**config.mk**
```make
export PLATFORM = sky130hd
export DESIGN_NAME = esdi_cmd_engine
export DESIGN_NICKNAME = d
export VERILOG_FILES = /design/src/rtl/esdi_pkg.sv /design/src/rtl/esdi_sync.sv /design/src/rtl/esdi_cmd_engine.sv
export SDC_FILE = /design/constraint.sdc
export NUM_CORES = 1
export LEC_CHECK = 0
export CAP_MARGIN = 20
export CORE_MARGIN = 10
export CORE_UTILIZATION = 60
export DETAILED_ROUTE_END_ITERATION = 6
export GPL_TIMING_DRIVEN = 0
export PLACE_DENSITY_LB_ADDON = 0.1
export SLEW_MARGIN = 10
export SYNTH_ARGS = -nofsm -noshare
export SYNTH_HDL_FRONTEND = slang
export SYNTH_SLANG_ARGS = --single-unit
```
**constraint.sdc**
```tcl
create_clock -name clk -period 4.8 [get_ports clk]
set_clock_uncertainty 0.15 [all_clocks]
set_input_delay 0.72 -clock clk [delete_from_list [all_inputs] [get_ports clk]]
set_output_delay 0.72 -clock clk [all_outputs]
set_load 0.01 [all_outputs]
```
**src/rtl/esdi_pkg.sv**
```systemverilog
// ESDI command engine shared definitions.
// Holds the FSM states, the default payload width and the parity helper.
package esdi_pkg;

    localparam int CMD_BITS_DEF = 16;

    typedef enum logic [2:0] {
        IDLE,
        SELECT,
        CMD_SETUP,
        CMD_REQ,
        CMD_REL,
        STAT_REQ,
        STAT_REL,
        DONE
    } esdi_state_e;

    // Bit that makes payload plus parity carry an odd number of ones.
    function automatic logic odd_parity(input logic [63:0] v);
        return ~(^v);
    endfunction

endpackage

```
**src/rtl/esdi_sync.sv**
```systemverilog
// Reset-clearable multi-flop synchroniser for one asynchronous drive line.
// The output is the last stage of the chain.
module esdi_sync #(
    parameter int STAGES = 2
) (
    input  logic clk,
    input  logic rst,
    input  logic d_i,
    output logic q_o
);

    logic [STAGES-1:0] sync_q;

    // Shift the asynchronous level through the flop chain.
    always_ff @(posedge clk) begin
        if (rst) begin
            sync_q <= '0;
        end else begin
            sync_q <= (sync_q << 1) | STAGES'(d_i);
        end
    end

    assign q_o = sync_q[STAGES-1];

endmodule

```
**src/rtl/esdi_cmd_engine.sv**
```systemverilog
// ESDI serial command/status engine: sends an odd-parity command frame
// bit by bit over a REQ/ACK handshake and optionally reads a status frame.
module esdi_cmd_engine
    import esdi_pkg::*;
#(
    parameter int CMD_BITS       = CMD_BITS_DEF,
    parameter int NUM_DRIVES     = 4,
    parameter int SEL_ENCODED    = 0,
    parameter int SETUP_CYCLES   = 8,
    parameter int TIMEOUT_CYCLES = 65535,
    parameter int SYNC_STAGES    = 2,
    localparam int DRV_W = (NUM_DRIVES > 1) ? $clog2(NUM_DRIVES) : 1,
    localparam int SEL_W = (SEL_ENCODED != 0) ? DRV_W : NUM_DRIVES
) (
    input  logic                clk,
    input  logic                rst,
    input  logic                cmd_valid,
    output logic                cmd_ready,
    input  logic [CMD_BITS-1:0] cmd_word,
    input  logic [DRV_W-1:0]    cmd_drive,
    input  logic                cmd_read_status,
    output logic                rsp_valid,
    output logic [CMD_BITS-1:0] rsp_data,
    output logic                rsp_parity_err,
    output logic                rsp_timeout,
    output logic                esdi_transfer_req,
    output logic                esdi_command_data,
    input  logic                esdi_transfer_ack,
    input  logic                esdi_confstat_data,
    output logic [SEL_W-1:0]    esdi_drive_select
);

    localparam int CNT_MAX = (TIMEOUT_CYCLES > SETUP_CYCLES) ?
                             TIMEOUT_CYCLES : SETUP_CYCLES;
    localparam int CNT_W   = $clog2(CNT_MAX + 1);
    localparam int IDX_W   = $clog2(CMD_BITS + 1);

    localparam logic [CNT_W-1:0] SETUP_LAST = CNT_W'(SETUP_CYCLES - 1);
    localparam logic [CNT_W-1:0] TMO_LAST   = CNT_W'(TIMEOUT_CYCLES - 1);
    localparam logic [IDX_W-1:0] IDX_TOP    = IDX_W'(CMD_BITS);

    esdi_state_e         state_q;
    logic [CNT_W-1:0]    cnt_q;
    logic [IDX_W-1:0]    idx_q;
    logic [CMD_BITS:0]   frame_q;
    logic [CMD_BITS:0]   stat_q;
    logic                rd_q;
    logic                arm_q;
    logic                req_q;
    logic                cdat_q;
    logic [SEL_W-1:0]    sel_q;
    logic                rv_q;
    logic [CMD_BITS-1:0] rdata_q;
    logic                perr_q;
    logic                tmo_q;
    logic                rdy_q;

    logic [CMD_BITS:0]   frame_d;
    logic [CMD_BITS:0]   stat_d;
    logic [SEL_W-1:0]    sel_d;
    logic                ack_s;
    logic                conf_s;
    logic                tmo_hit;

    esdi_sync #(.STAGES(SYNC_STAGES)) u_sync_ack (
        .clk (clk),
        .rst (rst),
        .d_i (esdi_transfer_ack),
        .q_o (ack_s)
    );

    esdi_sync #(.STAGES(SYNC_STAGES)) u_sync_stat (
        .clk (clk),
        .rst (rst),
        .d_i (esdi_confstat_data),
        .q_o (conf_s)
    );

    // Frame to send, select pattern and next status shift value.
    always_comb begin
        frame_d = {cmd_word, odd_parity(64'(cmd_word))};
        stat_d  = {stat_q[CMD_BITS-1:0], conf_s};
        sel_d   = '0;
        if (SEL_ENCODED != 0) begin
            sel_d = SEL_W'(cmd_drive);
        end else begin
            sel_d[cmd_drive] = 1'b1;
        end
    end

    assign tmo_hit = (cnt_q == TMO_LAST);

    // Handshake FSM; every output is a register updated here.
    always_ff @(posedge clk) begin
        if (rst) begin
            state_q <= IDLE;
            cnt_q   <= '0;
            idx_q   <= '0;
            frame_q <= '0;
            stat_q  <= '0;
            rd_q    <= 1'b0;
            arm_q   <= 1'b0;
            req_q   <= 1'b0;
            cdat_q  <= 1'b0;
            sel_q   <= '0;
            rv_q    <= 1'b0;
            rdata_q <= '0;
            perr_q  <= 1'b0;
            tmo_q   <= 1'b0;
            rdy_q   <= 1'b1;
        end else begin
            rv_q  <= 1'b0;
            cnt_q <= cnt_q + CNT_W'(1);
            unique case (state_q)
                IDLE: begin
                    cnt_q <= '0;
                    if (cmd_valid && rdy_q) begin
                        frame_q <= frame_d;
                        rd_q    <= cmd_read_status;
                        sel_q   <= sel_d;
                        rdy_q   <= 1'b0;
                        state_q <= SELECT;
                    end
                end
                SELECT: begin
                    if (cnt_q == SETUP_LAST) begin
                        idx_q   <= IDX_TOP;
                        cdat_q  <= frame_q[CMD_BITS];
                        cnt_q   <= '0;
                        state_q <= CMD_SETUP;
                    end
                end
                CMD_SETUP: begin
                    if (cnt_q == SETUP_LAST) begin
                        req_q   <= 1'b1;
                        arm_q   <= 1'b0;
                        cnt_q   <= '0;
                        state_q <= CMD_REQ;
                    end
                end
                CMD_REQ: begin
                    // A stale high ACK must be seen low before it counts.
                    if (arm_q && ack_s) begin
                        req_q   <= 1'b0;
                        cnt_q   <= '0;
                        state_q <= CMD_REL;
                    end else if (tmo_hit) begin
                        req_q   <= 1'b0;
                        sel_q   <= '0;
                        rv_q    <= 1'b1;
                        rdata_q <= '0;
                        perr_q  <= 1'b0;
                        tmo_q   <= 1'b1;
                        state_q <= DONE;
                    end else if (!ack_s) begin
                        arm_q <= 1'b1;
                    end
                end
                CMD_REL: begin
                    if (!ack_s) begin
                        cnt_q <= '0;
                        if (idx_q != '0) begin
                            idx_q   <= idx_q - IDX_W'(1);
                            cdat_q  <= frame_q[idx_q - IDX_W'(1)];
                            state_q <= CMD_SETUP;
                        end else if (rd_q) begin
                            idx_q   <= IDX_TOP;
                            stat_q  <= '0;
                            req_q   <= 1'b1;
                            arm_q   <= 1'b0;
                            state_q <= STAT_REQ;
                        end else begin
                            sel_q   <= '0;
                            rv_q    <= 1'b1;
                            rdata_q <= '0;
                            perr_q  <= 1'b0;
                            tmo_q   <= 1'b0;
                            state_q <= DONE;
                        end
                    end else if (tmo_hit) begin
                        sel_q   <= '0;
                        rv_q    <= 1'b1;
                        rdata_q <= '0;
                        perr_q  <= 1'b0;
                        tmo_q   <= 1'b1;
                        state_q <= DONE;
                    end
                end
                STAT_REQ: begin
                    if (arm_q && ack_s) begin
                        stat_q  <= stat_d;
                        req_q   <= 1'b0;
                        cnt_q   <= '0;
                        state_q <= STAT_REL;
                    end else if (tmo_hit) begin
                        req_q   <= 1'b0;
                        sel_q   <= '0;
                        rv_q    <= 1'b1;
                        rdata_q <= '0;
                        perr_q  <= 1'b0;
                        tmo_q   <= 1'b1;
                        state_q <= DONE;
                    end else if (!ack_s) begin
                        arm_q <= 1'b1;
                    end
                end
                STAT_REL: begin
                    if (!ack_s) begin
                        cnt_q <= '0;
                        if (idx_q != '0) begin
                            idx_q   <= idx_q - IDX_W'(1);
                            req_q   <= 1'b1;
                            arm_q   <= 1'b0;
                            state_q <= STAT_REQ;
                        end else begin
                            sel_q   <= '0;
                            rv_q    <= 1'b1;
                            rdata_q <= stat_q[CMD_BITS:1];
                            perr_q  <= ~(^stat_q);
                            tmo_q   <= 1'b0;
                            state_q <= DONE;
                        end
                    end else if (tmo_hit) begin
                        sel_q   <= '0;
                        rv_q    <= 1'b1;
                        rdata_q <= '0;
                        perr_q  <= 1'b0;
                        tmo_q   <= 1'b1;
                        state_q <= DONE;
                    end
                end
                DONE: begin
                    cdat_q  <= 1'b0;
                    rdy_q   <= 1'b1;
                    cnt_q   <= '0;
                    state_q <= IDLE;
                end
                default: begin
                    state_q <= IDLE;
                end
            endcase
        end
    end

    assign cmd_ready         = rdy_q;
    assign rsp_valid         = rv_q;
    assign rsp_data          = rdata_q;
    assign rsp_parity_err    = perr_q;
    assign rsp_timeout       = tmo_q;
    assign esdi_transfer_req = req_q;
    assign esdi_command_data = cdat_q;
    assign esdi_drive_select = sel_q;

endmodule
```
# Word-level counts from Yosys, hierarchy flattened
# Cells that the tools add are included.
[totals]
mem_bits_rw = 0
latch_bits = 0
reg_bits = 90
out_inout_bits = 26
memories = 0
mem_bits_ro = 0
[classes]
bitwise_logic = 4
n_div = 0
n_eq_ne = 27
addsub = 2
shifts = 0
mul = 0
order_cmp = 3
reduce_logical = 28
mux = 96
[op_table]
columns = ["op", "count"]
rows = [
  ["$mux W16", 10],
  ["$mux W17", 4],
  ["$pmux W16 S4", 1],
  ["$reduce_xor A64 Y1", 1],
  ["$pmux W16 S3", 1],
  ["$mux W1", 42],
  ["$pmux W17 S2", 1],
  ["$mux W4", 8],
  ["$mux W5", 6],
  ["$mux W3", 9],
  ["$ne A2 B2 Y1 const B", 13],
  ["$pmux W3 S8", 1],
  ["$reduce_xor A17 Y1", 1],
  ["$add A16 B1 Y16 const B", 1],
  ["$eq A16 B16 Y1 const B", 1],
  ["$eq A16 B3 Y1 const B", 1],
  ["$pmux W4 S4", 1],
  ["$pmux W5 S3", 1],
  ["$eq A3 B3 Y1 const B", 4],
  ["$pmux W1 S3", 4],
  ["$reduce_and A6 Y1", 2],
  ["$reduce_and A10 Y1", 1],
  ["$reduce_and A5 Y1", 2],
  ["$ne A3 B2 Y1 const B", 3],
  ["other kinds (26)", 41],
]

# Depth between registers and ports, before layout
# Gate-level depths: netlist (run 1).
[logic_depth]
depth_word = 6
mapped_depth = 11
depth_no_buf = 8

# Hierarchy
# From an unflattened synthesis (run 1), not the netlist that was laid out.
[hier_totals]
hier_cells = 509
area_unflattened_um2 = 4344.2
[by_module_without_submodules]
columns = ["module", "instances", "area_per_inst_um2", "cells_each"]
rows = [
  ["esdi_cmd_engine", 1, 4239.1, 501],
  ["esdi_sync", 2, 52.6, 4],
]

# Least setup slack after synthesis (run 1)
# OpenSTA, ideal clock, no wires.
[synth_timing]
path_kind = "register to register"
start = "register idx_q[0]"
end = "register stat_q[10]"
path_slack_ns = 2.380
stages_incl_launch_ff = 11
t_arrival_ns = 2.138
required_ns = 4.518
period_less_slack_ns = 2.420
path_cell_list = "dfxtp_1 buf_2 inv_1 ha_1 or4b_4 or2_4 o21a_1 buf_2 buf_2 nand2_1 a21oi_1"
[synth_via]
elab_chain_cells = 3
[synth_rtl]
columns = ["item", "line_no", "source"]
rows = [
  ["start: declaration", "esdi_cmd_engine.sv:44", "logic [IDX_W-1:0] idx_q;"],
  ["start signal: assignment", "esdi_cmd_engine.sv:163", "idx_q <= idx_q - IDX_W'(1);"],
  ["start signal: assignment", "esdi_cmd_engine.sv:211", "idx_q <= idx_q - IDX_W'(1);"],
  ["$reduce_bool A5 Y1", "esdi_cmd_engine.sv:162", "if (idx_q != '0) begin"],
  ["$ne A2 B2 Y1 (no line)", "-", ""],
  ["$reduce_and A5 Y1 (no line)", "-", ""],
  ["end signal: assignment", "esdi_cmd_engine.sv:191", "stat_q <= stat_d;"],
  ["end: declaration", "esdi_cmd_engine.sv:46", "logic [CMD_BITS:0] stat_q;"],
]
# Every way passes these cells.
# A chain may end at the register's enable or synchronous reset.

# Final worst setup path (run 1)
[layout_timing]
start = "register idx_q[0]"
end = "register rdata_q[10], in the netlist rsp_data[10]"
[layout_via]
elab_chain_cells = 3
elab_cells_between_ends = 4
classes_between = "eq/ne (2); reduce/logical (2)"
[layout_rtl]
columns = ["item", "line_no", "source"]
rows = [
  ["$reduce_bool A5 Y1 *", "esdi_cmd_engine.sv:162, esdi_cmd_engine.sv:210", ""],
  ["$ne A3 B2 Y1 (no line)", "-", ""],
  ["$reduce_and A5 Y1 (no line) *", "-", ""],
  ["end signal: assignment", "esdi_cmd_engine.sv:218", "rdata_q <= stat_q[CMD_BITS:1];"],
  ["end: declaration", "esdi_cmd_engine.sv:53", "logic [CMD_BITS-1:0] rdata_q;"],
]
# Mark *: on every way between the ends. The rest lies on a longest branch, timed or not.

==> results of run 1 <==
==> through the flow <==
step | total power, mW | instances | instance area (sq um)
global route | 1.55 | 647 | 5020
detailed placement | 0.992 | 631 | 4830
global placement | 0.986 | 631 | 4830
finish | 1.49 | 647 | 5020
CTS | 1.49 | 647 | 5020
floorplan | 0.926 | 486 | 4220
==> cell type report <==
class / instances / area share [%]
timing repair buffer: 49 / 9.77
buffer: 31 / 2.92
multi-input combinational: 360 / 44.8
inverter: 5 / 0.374
tap: 96 / 2.39
clock inverter: 6 / 1.30
sequential: 90 / 35.9
clock buffer: 10 / 2.54
==> registers in the layout, summed over array words and instances (netlist names), 2 cells and up <==
| signal | count |
|---|---|
| state_q | 3 |
| idx_q | 5 |
| esdi_drive_select | 4 |
| frame_q | 17 |
| stat_q | 17 |
| u_sync_stat.sync_q | 2 |
| rsp_data | 16 |
| u_sync_ack.sync_q | 2 |
| cnt_q | 16 |
==> report_power, final <==
part           total (mW)  internal [mW]  switching (mW)
sequential          0.784          0.768          0.0165
clock               0.512          0.242           0.270
combinational       0.191         0.0864           0.105
total                1.49           1.10           0.391
==> worst max-delay path: stages, from the launching register on <==
cell                       delay, ns
sky130_fd_sc_hd__dfxtp_1        0.30
sky130_fd_sc_hd__buf_2          0.17
sky130_fd_sc_hd__inv_1          0.13
sky130_fd_sc_hd__ha_1           0.30
sky130_fd_sc_hd__nor4b_2        0.49
sky130_fd_sc_hd__nor2_1         0.08
sky130_fd_sc_hd__nor2_1         0.10
sky130_fd_sc_hd__o21a_2         0.20
sky130_fd_sc_hd__and4bb_1       0.21
sky130_fd_sc_hd__buf_2          0.18
sky130_fd_sc_hd__clkbuf_4       0.22
sky130_fd_sc_hd__a22o_1         0.13
==> placed cells by master (no fill, tap or decap), types with 3 or more instances in the layout <==
master and instances:
sky130_fd_sc_hd__mux2i_1 3, sky130_fd_sc_hd__and3_1 6, sky130_fd_sc_hd__o21a_1 3, sky130_fd_sc_hd__a211oi_1 3, sky130_fd_sc_hd__a22o_1 17, sky130_fd_sc_hd__nand3_1 29
sky130_fd_sc_hd__inv_1 5, sky130_fd_sc_hd__o21ai_0 8, sky130_fd_sc_hd__ha_1 3, sky130_fd_sc_hd__nand2_1 71, sky130_fd_sc_hd__nor2b_1 9, sky130_fd_sc_hd__dfxtp_1 90
sky130_fd_sc_hd__xor2_1 18, sky130_fd_sc_hd__clkdlybuf4s50_1 49, sky130_fd_sc_hd__nor3_1 9, sky130_fd_sc_hd__buf_2 6, sky130_fd_sc_hd__nor2_1 37, sky130_fd_sc_hd__xnor2_1 30
sky130_fd_sc_hd__clkbuf_8 9, sky130_fd_sc_hd__and2_1 4, sky130_fd_sc_hd__mux4_2 3, sky130_fd_sc_hd__clkbuf_1 21, sky130_fd_sc_hd__a21oi_1 54, sky130_fd_sc_hd__nand2b_1 7
==> final timing paths <==
kind | from | to | slack [ns] | depth (start not counted)
worst max register to register | idx_q[0] | rsp_data[10] | 2.09 | 11
worst min register to register | u_sync_ack.sync_q[0] | u_sync_ack.sync_q[1] | 0.30 | 1
worst max-delay path | idx_q[0] | rsp_data[10] | 2.09 | 11
worst min-delay path | u_sync_ack.sync_q[0] | u_sync_ack.sync_q[1] | 0.30 | 1
==> kinds of logic after synthesis <==
logic type / synth area share (%)
simple gates: 23.0
compound gates: 16.8
flops: 42.7
xor+xnor: 10.4
buf+inv: 3.92
mux: 2.32
fa+ha+maj: 0.891
==> layer usage <==
| layer | GRT usage, % | share of wire [%] | vias up |
|---|---|---|---|
| li1 | - | - | 1802 |
| met1 | 21.7 | 45 | 1665 |
| met2 | 28.2 | 48 | 97 |
| met3 | 3.66 | 5.1 | 18 |
| met4 | 6.76 | 1.9 | 0 |
| met5 | 0 | 0 | - |
==> summary.txt, run 1 <==
Global routing
  • Overflow left after global routing: 0
  • First-pass GRT wire length: 16000 um
  • Largest net degree at the start of global routing: 16
  • Initial antenna violation count: 0
  • Number of global-route vias before repair: 3369
  • Aggregate global-route resource usage: 17.3%

Worst setup path
  • Arrival time reported for the critical path endpoint: 2.87 ns
  • Setup crit start kind: flip-flop
  • Required time at the worst-slack endpoint: 4.96 ns
  • Critical path class: reg -> reg
  • Nature of the critical path endpoint: flip-flop
  • Maximum fanout count along the critical path: 10

Placed design
  • Input/output buffers: 49
  • Global placement routability congestion: 0.920
  • Estimated wirelength of the detail-placed design: 7210 um
  • Setup slack after placement: 2.12 ns

Clocking
  • Clock root buffer: sky130_fd_sc_hd__clkbuf_8
  • Total clock buffers created by CTS: 9
  • Post-CTS setup-driven buffer insertion count: 0
  • Clock net sink count: 90
  • Clock-pin transition on the worst setup and hold timing paths: 0.09 ns
  • Later-pin clock latency in the skew report: 0.36 ns
  • Number of buffers on the longest clock path: 2
  • Post-CTS Hold Buffers: 0
  • Number of cells upsized or downsized after cts: 0
  • Clock tree from TritonCTS: done
  • # H-tree levels: 3

STA
  • Total of endpoints with negative setup slack in the final report: 0
  • Pins Over Slew Limit: 0
  • Final Hold Violating Endpoints: 0
  • Setup slack after layout: 2.09 ns
  • Final worst-path cycle share: 56.5%
  • Worst Tran Pin Value: 0.619 ns
  • Rel. slew slack: 58.8%
  • Total negative slack for setup checks: 0 ns
  • RSZ-0062 raised after global routing: no
  • Highest attainable clock frequency: 369 MHz
  • Minimum period implied by the final worst setup slack: 2.71 ns
  • Final Hold Slack: 0.295 ns

Floorplan
  • Die X-Extent: 104 um
  • Area of the core: 6790 sq um
  • Number of top-level design ports: 50
  • Number of rows created at floorplan: 30
  • Effective utilization at floorplan: 62.0%
  • Die outline height: 104 um
  • Die Area: 10800 sq um

Routing
  • 1st-pass router iterations: 4
  • Number of antenna-violating nets in the routed design: 0
  • DR DRC count: 0
  • DRT iter0 DRCs: 286
  • Detailed-route vias per instance: 5.54
  • Detail-routed net length per standard cell: 14.9 um
  • Total wire length after detailed routing: 9640 um
  • Total number of vias: 3582

Power and ir drop
  • Standby leakage power: 1.79 nW
  • Peak VDD IR: 163 uV
  • Ratio of total power to cell area: 296 nW/um^2

Logic synthesis
  • Gate Count Post-Synth: 486
  • Leading cell type by number of instances after synthesis: sky130_fd_sc_hd__dfxtp_1
  • Syn_nets: 513
  • Area of the mapped netlist: 4220 sq um
  • Share of the synthesized area in the top cell type: 42.7%
  • Number of enable flip-flop cells after synthesis: 0
  • Synth cell count leaders: sky130_fd_sc_hd__dfxtp_1, sky130_fd_sc_hd__nand2_1, sky130_fd_sc_hd__a21oi_1
  • Main flop type after synthesis: sky130_fd_sc_hd__dfxtp_1
  • Total of flip-flops plus latches after synthesis: 90
  • Number of distinct library cells after synthesis: 63
  • Fraction of registers with async set/reset: 0%
  • Sequential-to-total area share from yosys stat: 42.7%
  • Library cell with the largest summed area after synthesis: sky130_fd_sc_hd__dfxtp_1
  • Largest cells by area after synthesis: sky130_fd_sc_hd__dfxtp_1, sky130_fd_sc_hd__a21oi_1, sky130_fd_sc_hd__nand2_1
  • Avg Synthesized Cell Area: 8.67 sq um
  • Syn. warnings: 0

Hold path
  • Hold crit path type: reg -> reg

Finish
  • Layout overhead on the synthesized area: 19.1%
  • Count of filler cells inserted in the layout: 541
  • Fraction of final layout cells with drive strength greater than 1: 7.80%
  • Antenna diode count: 0
  • Multi-input combinational cell area: 2250 sq um
  • Register area: 1800 sq um
  • Layout net count: 573
  • Fin util: 73.9%

Outcome
  • Status: finished, final reports clean

Job
  • Number of maximum-capacitance violations: 0
Note: power is estimated with default switching activity, not from simulation.
==> run 2, diff against run 1 <==
Settings changed: CORE_UTILIZATION 60 to 50.
Clock period 4.8 ns to 2.15 ns, I/O delays scaled along.
==> run 2 against run 1 <==
  * Power is 120% higher
  * Non-clock buffer count rose by 18
  * The run now ends with setup timing left
  * Routed wire length rose by 9.2%
  * Sequential power increased by 120%
  * Cell count grew 4.3%
  * Sequential share of layout area fell by 3.0 points
  * Global-route usage shrank 2.0 points
==> summary.txt, run 2 (same netlist as run 1, synthesis figures left out) <==
Placed design
  • Global placement routability congestion: 0.929
  • Setup slack after placement: -0.289 ns
  • Estimated wirelength of the detail-placed design: 6950 um
  • Input/output buffers: 49
  • Number of instances in the placed design: 640

STA
  • Worst Tran Pin Value: 0.647 ns
  • Minimum period implied by the final worst setup slack: 2.17 ns
  • Setup slack after layout: -0.0233 ns
  • Highest attainable clock frequency: 460 MHz
  • Final Hold Violating Endpoints: 0
  • Pins Over Slew Limit: 0
  • Total of endpoints with negative setup slack in the final report: 1
  • Final Hold Slack: 0.303 ns
  • Rel. slew slack: 56.9%
  • RSZ-0062 raised after global routing: yes
  • Final worst-path cycle share: 101%
  • Total negative slack for setup checks: -0.0233 ns

Outcome
  • Status: finished with violations
  • Failing checks: setup timing

Global routing
  • Overflow left after global routing: 0
  • Global Route met1 Usage: 17.7%
  • First-pass GRT wire length: 16300 um
  • Layer with the highest usage: met2
  • Largest net degree at the start of global routing: 17
  • Global routing met2 resource utilization: 25.7%
  • Number of global-route vias before repair: 3476
  • Aggregate global-route resource usage: 15.2%
  • Initial antenna violation count: 0
  • Met3 Usage GRT: 3.38%

Routing
  • Total number of vias: 3708
  • DR DRC count: 0
  • Detailed-route vias per instance: 5.49
  • DRT iter0 DRCs: 227
  • Total wire length after detailed routing: 10500 um
  • Detail-routed net length per standard cell: 15.6 um
  • 1st-pass router iterations: 4
  • Number of antenna-violating nets in the routed design: 0

Worst setup path
  • Nature of the critical path endpoint: flip-flop
  • Critical path class: reg -> reg
  • FF-to-FF path depth: 8
  • Capturing point of the worst reg2reg path: arm_q
  • Required time at the worst-slack endpoint: 2.26 ns
  • Reg-to-reg slack, setup: -0.02 ns
  • Arrival time reported for the critical path endpoint: 2.29 ns
  • Maximum fanout count along the critical path: 4
  • Setup crit start kind: flip-flop
  • Reg-to-reg critical path startpoint: idx_q[0]

Power and ir drop
  • Ratio of total power to cell area: 595 nW/um^2
  • Power Internal: 2.37 mW
  • Switching power: 0.933 mW
  • Sequential Power Share: 53.1%
  • Combinational share of power: 14.6%
  • Peak VDD IR: 374 uV
  • Part of the power in the clock network: 32.3%
  • Standby leakage power: 1.96 nW
  • Total power: 3.30 mW
  • Switching Fraction: 28.3%

Finish
  • Post-Layout Cell Count: 675
  • Multi-input combinational cell area: 2510 sq um
  • Layout overhead on the synthesized area: 31.4%
  • Antenna diode count: 0
  • Fraction of final layout cells with drive strength greater than 1: 22.6%
  • Layout net count: 592
  • Highest-count cells in the layout ignoring fill and taps: sky130_fd_sc_hd__dfxtp_1, sky130_fd_sc_hd__nand2_1, sky130_fd_sc_hd__clkdlybuf4s50_1
  • Count of filler cells inserted in the layout: 676
  • Most common library cell in the layout ignoring fill and taps: sky130_fd_sc_hd__dfxtp_1
  • Largest regs: frame_q (17), stat_q (17)
  • Register area: 1820 sq um

Clocking
  • Total clock buffers created by CTS: 9
  • Clock net sink count: 90
  • # H-tree levels: 3
  • Clock tree from TritonCTS: done
  • Later-pin clock latency in the skew report: 0.37 ns
  • Clock root buffer: sky130_fd_sc_hd__clkbuf_8
  • Number of buffers on the longest clock path: 2
  • Clock-pin transition on the worst setup and hold timing paths: 0.09 ns

Floorplan
  • Number of top-level design ports: 50
  • Effective utilization at floorplan: 51.3%
  • Number of rows created at floorplan: 33
  • Die X-Extent: 112 um
  • Die outline height: 112 um
  • Area of the core: 8220 sq um
  • Die Area: 12500 sq um

Hold path
  • Hold crit path type: reg -> reg
  • Number of cells on the worst hold path: 1
  • Sink of the worst hold path: u_sync_stat.sync_q[1]
  • Hold_sp: u_sync_stat.sync_q[0]

Job
  • Number of maximum-capacitance violations: 0
==> run 2: cell types whose count changed in the layout (fill, tap and decap cells not counted), sizes merged <==
cell / previous run / this run
buf: 10 / 30
bufinv: 1 / 0
clkbuf: 31 / 28
a31o: 1 / 2
clkinv: 3 / 5
==> run 2: worst max path at each step <==
stage	start	end	slack, ns	depth (start not counted)
2_1_floorplan	idx_q[0]	arm_q	-0.04	9
3_3_place_gp	idx_q[0]	rsp_data[13]	-0.25	11
3_5_place_dp	idx_q[0]	rsp_data[7]	-0.29	11
4_1_cts	idx_q[0]	arm_q	-0.08	9
5_1_grt	idx_q[0]	arm_q	-0.10	8
6_report	idx_q[0]	arm_q	-0.02	8
==> run 2: cell type report <==
class	count	share of cell area, %
Buffer	27	2.87
Clock buffer	9	2.24
Clock inverter	7	0.949
Inverter	5	0.429
Multi-Input combinational cell	361	45.3
Sequential cell	90	32.9
Tap cell	105	2.37
Timing Repair Buffer	71	13.0
==> run 2: worst max-delay path, stage by stage, from the launching register on <==
cell,delay [ns]
sky130_fd_sc_hd__dfxtp_4,0.36
sky130_fd_sc_hd__clkinv_4,0.05
sky130_fd_sc_hd__ha_4,0.14
sky130_fd_sc_hd__or4b_4,0.46
sky130_fd_sc_hd__or2_4,0.28
sky130_fd_sc_hd__a21oi_4,0.17
sky130_fd_sc_hd__o2bb2ai_2,0.09
sky130_fd_sc_hd__or2_1,0.25
sky130_fd_sc_hd__o211a_1,0.13
==> run 2: timing repair <==
action / 4_1_cts / 5_1_grt
setup buffers: 11 / 7
gates resized for setup: 33 / 62
hold buffers: 0 / 0
pin swaps: 9 / 27
endpoints found under the setup margin: 63 / 77
gates cloned: 1 / 4
==> run 2: stage by stage <==
| step | area [sq um] | util (%) |
|---|---|---|
| after floorplan | 4260 | - |
| after global placement | 4880 | 59.4 |
| after detailed placement | 4880 | 59.4 |
| after CTS | 5260 | 64.1 |
| after global routing | 5540 | 67.4 |
| final | 5540 | 67.4 |
==> run 2: power groups by stage <==
stage	Sequential [mW]	Combinational [mW]	Clock, mW
floorplan	1.78	0.289	0
global placement	1.79	0.420	0
detailed placement	1.79	0.426	0
CTS	1.75	0.433	1.09
global route	1.76	0.528	1.17
finish	1.75	0.481	1.07
==> run 2: per-layer routing <==
metal | share of wire, % | up-vias | wire (um)
met2 | 51 | 73 | 5370
li1 | - | 1851 | -
met1 | 43 | 1763 | 4490
met5 | 0 | - | 0
met4 | 2.2 | 0 | 231
met3 | 4.1 | 21 | 433
